===== src/rtl/fifo_sched_pkg.sv =====
// Shared types and helpers for the round-robin FIFO pop scheduler.
// Holds the scheduler state encoding and the wrapping pointer increment.
package fifo_sched_pkg;

   typedef enum logic {
      SCHED_IDLE  = 1'b0,
      SCHED_BURST = 1'b1
   } sched_state_t;

   // Increment with an explicit wrap so non-power-of-2 queue counts stay in range
   function automatic int unsigned rr_next(input int unsigned ptr, input int unsigned n);
      return (ptr + 1 >= n) ? 0 : ptr + 1;
   endfunction

endpackage


===== src/rtl/rr_priority_pick.sv =====
// Combinational rotating-priority picker: first set request at or after start_i,
// wrapping at N-1 -> 0. Reusable by any round-robin arbiter.
module rr_priority_pick #(
   parameter  int unsigned N     = 4,
   localparam int unsigned IDX_W = $clog2(N)
) (
   input  logic [N-1:0]     req_i,
   input  logic [IDX_W-1:0] start_i,
   output logic             found_o,
   output logic [IDX_W-1:0] grant_idx_o
);

   int unsigned cand;
   logic        hit;

   always_comb begin
      cand        = 0;
      hit         = 1'b0;
      grant_idx_o = '0;
      for (int unsigned i = 0; i < N; i++) begin
         cand = 32'(start_i) + i;
         if (cand >= N) begin
            cand = cand - N;
         end
         if (!hit && req_i[IDX_W'(cand)]) begin
            hit         = 1'b1;
            grant_idx_o = IDX_W'(cand);
         end
      end
      found_o = hit;
   end

endmodule


===== src/rtl/fifo_rr_sched.sv =====
// Round-robin pop scheduler draining a bank of show-ahead FIFOs into one
// registered valid/ready stream, with a bounded burst per grant.
module fifo_rr_sched
   import fifo_sched_pkg::*;
#(
   parameter  int unsigned NUM_QUEUES  = 4,
   parameter  int unsigned WIDTH       = 32,
   parameter  type         DATA_TYPE_t = logic [WIDTH-1:0],
   parameter  int unsigned MAX_BURST   = 4,
   localparam int unsigned ID_W        = $clog2(NUM_QUEUES),
   localparam int unsigned CNT_W       = $clog2(MAX_BURST + 1)
) (
   input  logic                  i_clock,
   input  logic                  i_reset,
   input  logic [NUM_QUEUES-1:0] i_fifo_empty,
   input  DATA_TYPE_t            i_fifo_data_out [NUM_QUEUES],
   input  logic [NUM_QUEUES-1:0] i_queue_enable,
   output logic [NUM_QUEUES-1:0] o_fifo_pop,
   output DATA_TYPE_t            o_data,
   output logic                  o_valid,
   input  logic                  i_ready,
   output logic [ID_W-1:0]       o_grant_id,
   output logic                  o_busy
);

   sched_state_t          state_q, state_d;
   logic [ID_W-1:0]       grant_q, grant_d;
   logic [ID_W-1:0]       rr_ptr_q, rr_ptr_d;
   logic [CNT_W-1:0]      cnt_q, cnt_d;
   DATA_TYPE_t            data_q, data_d;
   logic                  valid_q, valid_d;
   logic [NUM_QUEUES-1:0] eligible;
   logic [NUM_QUEUES-1:0] pop_c;
   logic                  slot_free;
   logic                  grant_elig;
   logic                  pick_found;
   logic [ID_W-1:0]       pick_idx;

   assign eligible   = i_queue_enable & ~i_fifo_empty;
   assign slot_free  = ~valid_q | i_ready;
   assign grant_elig = eligible[grant_q];

   rr_priority_pick #(
      .N (NUM_QUEUES)
   ) u_pick (
      .req_i       (eligible),
      .start_i     (rr_ptr_q),
      .found_o     (pick_found),
      .grant_idx_o (pick_idx)
   );

   // Next-state, pop strobe and output-register update
   always_comb begin
      state_d  = state_q;
      grant_d  = grant_q;
      rr_ptr_d = rr_ptr_q;
      cnt_d    = cnt_q;
      data_d   = data_q;
      valid_d  = valid_q;
      pop_c    = '0;

      case (state_q)
         SCHED_IDLE: begin
            if (slot_free) begin
               valid_d = 1'b0;
            end
            if (pick_found) begin
               grant_d = pick_idx;
               cnt_d   = '0;
               state_d = SCHED_BURST;
            end
         end
         SCHED_BURST: begin
            if (slot_free) begin
               if (grant_elig) begin
                  pop_c[grant_q] = 1'b1;
                  data_d         = i_fifo_data_out[grant_q];
                  valid_d        = 1'b1;
                  cnt_d          = cnt_q + CNT_W'(1);
                  if (cnt_d == CNT_W'(MAX_BURST)) begin
                     state_d  = SCHED_IDLE;
                     rr_ptr_d = ID_W'(rr_next(32'(grant_q), NUM_QUEUES));
                  end
               end else begin
                  // Queue drained or disabled: release at this free slot
                  valid_d  = 1'b0;
                  state_d  = SCHED_IDLE;
                  rr_ptr_d = ID_W'(rr_next(32'(grant_q), NUM_QUEUES));
               end
            end
         end
         default: begin
            state_d = SCHED_IDLE;
         end
      endcase

      if (i_reset) begin
         pop_c = '0;
      end
   end

   always_ff @(posedge i_clock) begin
      if (i_reset) begin
         state_q  <= SCHED_IDLE;
         grant_q  <= '0;
         rr_ptr_q <= '0;
         cnt_q    <= '0;
         data_q   <= '0;
         valid_q  <= 1'b0;
      end else begin
         state_q  <= state_d;
         grant_q  <= grant_d;
         rr_ptr_q <= rr_ptr_d;
         cnt_q    <= cnt_d;
         data_q   <= data_d;
         valid_q  <= valid_d;
      end
   end

   assign o_fifo_pop = pop_c;
   assign o_data     = data_q;
   assign o_valid    = valid_q;
   assign o_grant_id = grant_q;
   assign o_busy     = (state_q == SCHED_BURST);

endmodule

===== config.mk =====
export PLATFORM = sky130hd
export DESIGN_NAME = fifo_rr_sched
export DESIGN_NICKNAME = d
export VERILOG_FILES = /design/src/rtl/fifo_sched_pkg.sv /design/src/rtl/rr_priority_pick.sv /design/src/rtl/fifo_rr_sched.sv
export SDC_FILE = /design/constraint.sdc
export NUM_CORES = 1
export LEC_CHECK = 0
export ABC_CLOCK_PERIOD_IN_PS = 3200
export CORE_MARGIN = 5
export CORE_UTILIZATION = 40
export CTS_BUF_LIST = sky130_fd_sc_hd__clkbuf_8
export DETAILED_ROUTE_END_ITERATION = 12
export PLACE_DENSITY = 0.89
export SETUP_SLACK_MARGIN = 0.15
export SYNTH_ARGS = -nofsm -noshare
export SYNTH_HDL_FRONTEND = slang
export SYNTH_SLANG_ARGS = --single-unit

===== constraint.sdc =====
create_clock -name i_clock -period 3.2 [get_ports i_clock]
set_clock_uncertainty 0.05 [all_clocks]
set_input_delay 0.32 -clock i_clock [delete_from_list [all_inputs] [get_ports i_clock]]
set_output_delay 0.32 -clock i_clock [all_outputs]
set_load 0.02 [all_outputs]

==> impl_metrics.ini <==
[power]
ir_drop_mv = 0.211
power_leakage_nw = 1.54
powerDensity_mw_per_mm2 = 335
power.total_mw = 1.54

[floorplan]
core_sq_mm = 0.00639
die_w_um = 91.4
rows = 29
start_util = 0.415
ios = 179
die-area_sq_mm = 0.00835
die_height_um = 91.4

[routing]
antenna_left = 0
top_layer = met4
drt_iter0_drc = 100
wl_per_cell_um = 18.7
wl_met3_um = 709
vias = 2964
drt-vias-per-instance = 5.79
drt-pass1-iter-count = 4
wl_met2_um = 5250
drc = 0
finalWirelength_um = 9550
drt-met1-wl_um = 3250

[layout]
post-route-util = 0.721
multi_input_area_sq_mm = 0.00170
diodes = 0
nFillCells = 471
stdcell_area_sq_mm = 0.00460
syn_to_final_growth_pct = 73.7
fin_nets = 580
register_area_sq_um = 823
drive_above_1_share = 0.131

[clock_tree]
clock_sinks = 41
root_buffer = clkbuf_8
post-cts-setup-buffer-count = 0
ctsHtreeMaxLevel = 2
cts_tree = yes
cts_resized = 0
cts_buffers = 5
holdBufCountCts = 0
clock_latency_ps = 290
clockBufferDepth = 2
path_clk_slew_ps = 70

[setup_path]
arrival_ps = 2370
critPathCaptureType = primary output
start_kind = input pin
r2r_start = o_grant_id[1]
r2r_end = rr_ptr_q[1]
cp.required_ps = 2830
crit_type = input pin to primary output
crit_fanout = 4
r2r_setup_slack_ps = 1130
reg2reg_depth = 5

[timing]
grt_setup_unrepaired = false
hold_violations = 0
tns_ps = 0
max_freq_mhz = 365
min_period_ps = 2740
finalSetupViolations = 0
drv_slew = 0
fin_ws_ps = 457
relSlewSlack = 0.647
min_period_over_period = 0.857
worst_pin_slew_ps = 529

[yosys]
netlist_instances = 267
syn_nets = 413
avgSynthCellArea_sq_um = 9.93
synth_warnings = 0
synth_seq_cells = 41
ys_types = 35
syn_area_sq_mm = 0.00265
ys_seq_area_frac = 0.310

[grt]
antenna_found_initial = 0
grt_util_all_layers = 0.220
grt_max_degree = 44
grt_pass1_wl_um = 15000
grt_pass1_vias = 3112
overflow = 0

[min_path]
min_from = o_data[28]
min_path_type = flop to flop
min_to = o_data[28]
hold_path_depth = 2

[placement]
place_congestion = 0.910
hpwl_um = 7650
place_area_sq_mm = 0.00449
pre_cts_ws_ps = 454
port_buffers = 178

[run_status]
outcome = completed

[flow_run]
maxCapViolations = 0
how the worst max path moves through the flow:
stage                                 start             to
after floorplan               o_grant_id[0]  o_fifo_pop[0]
after global placement    i_queue_enable[0]  o_fifo_pop[3]
after detailed placement  i_queue_enable[3]  o_fifo_pop[3]
after CTS                     o_grant_id[1]  o_fifo_pop[3]
after global routing          o_grant_id[1]  o_fifo_pop[3]
final                     i_queue_enable[3]  o_fifo_pop[3]
state kept, by name, indices dropped and copies added (netlist names):
register / flops
o_data: 32
cnt_q: 3
o_grant_id: 2
rr_ptr_q: 2
o_busy: 1
o_valid: 1
per-layer routing:
| layer | vias to the layer above | global-route usage |
|---|---|---|
| met5 | - | 0 |
| met4 | 0 | 0.0856 |
| met3 | 31 | 0.0463 |
| met2 | 147 | 0.415 |
| met1 | 1422 | 0.236 |
| li1 | 1364 | - |
through the flow:
step | hold slack, ps | std cells
final | 426 | 512
after global routing | 442 | 512
after CTS | 426 | 512
after detailed placement | 415 | 504
after global placement | 410 | 504
after floorplan | 422 | 267
Yosys cell counts:
library cell,count,area (sq um)
dfxtp_1,41,821
a21oi_1,39,195
mux4_2,34,766
nand3_1,34,170
o21ai_0,33,165
clkbuf_1,22,82.6
ha_1,7,87.6
nor2b_1,6,37.5
inv_1,5,18.8
nand2b_1,5,31.3
nor2_1,5,18.8
buf_2,4,20.0
nor3b_1,4,30.0
nand2_1,3,11.3
o211ai_1,3,22.5
a311o_1,2,20.0
o2bb2ai_1,2,17.5
a2111oi_0,1,8.76
a211oi_1,1,7.51
a221oi_1,1,8.76
a31o_2,1,8.76
a32o_1,1,10.0
buf_4,1,7.51
inv_2,1,3.75
nand4_1,1,6.26
nor3_1,1,5.00
nor4_1,1,6.26
o21a_1,1,7.51
o22ai_1,1,6.26
o311ai_1,1,8.76
o41ai_1,1,8.76
or3_1,1,6.26
or3b_2,1,8.76
or4_1,1,7.51
xor2_1,1,8.76
placed cells by master (no fill, tap or decap), types with 2 or more instances in the layout:
cell               n
ha_1               7
o2bb2ai_1          2
buf_4              9
a21oi_1           39
dfxtp_1           39
nor2_1             4
mux4_2            34
dfxtp_2            2
clkdlybuf4s50_1  177
nor3b_1            4
o211ai_1           3
o21ai_0           33
nor2b_1            6
clkbuf_8           6
a311o_1            2
nand3_1           34
nand2_1            3
inv_1              6
nand2b_1           5
power by group:
group	switching (mW)	total, mW	internal (mW)
registers	0.0232	0.560	0.537
logic	0.228	0.548	0.320
clock network	0.182	0.433	0.251
total	0.433	1.54	1.11
final cells by class:
type / instances / area share
Inverter: 6 / 0.00489
Sequential cell: 41 / 0.179
Multi-Input combinational cell: 193 / 0.369
Tap cell: 77 / 0.0209
Timing Repair Buffer: 187 / 0.401
Clock buffer: 6 / 0.0179
Clock inverter: 2 / 0.00734
cell families after synthesis:
| family | Yosys count | share of synthesized area |
|---|---|---|
| XOR/XNOR | 1 | 0.00331 |
| multiplexers | 34 | 0.289 |
| flip-flops | 41 | 0.310 |
| AND/OR/NAND/NOR | 63 | 0.128 |
| buffers and inverters | 33 | 0.0500 |
| AO/OA/AOI/OAI | 88 | 0.187 |
| adder cells (fa/ha/maj) | 7 | 0.0330 |
worst max-delay path, stage by stage:
cell	delay, ps
clkdlybuf4s50_1	500
nor2b_1	260
mux4_2	300
nand2_1	110
nor3b_1	240
clkdlybuf4s50_1	640
No activity file was read; power rests on OpenSTA's default activity.
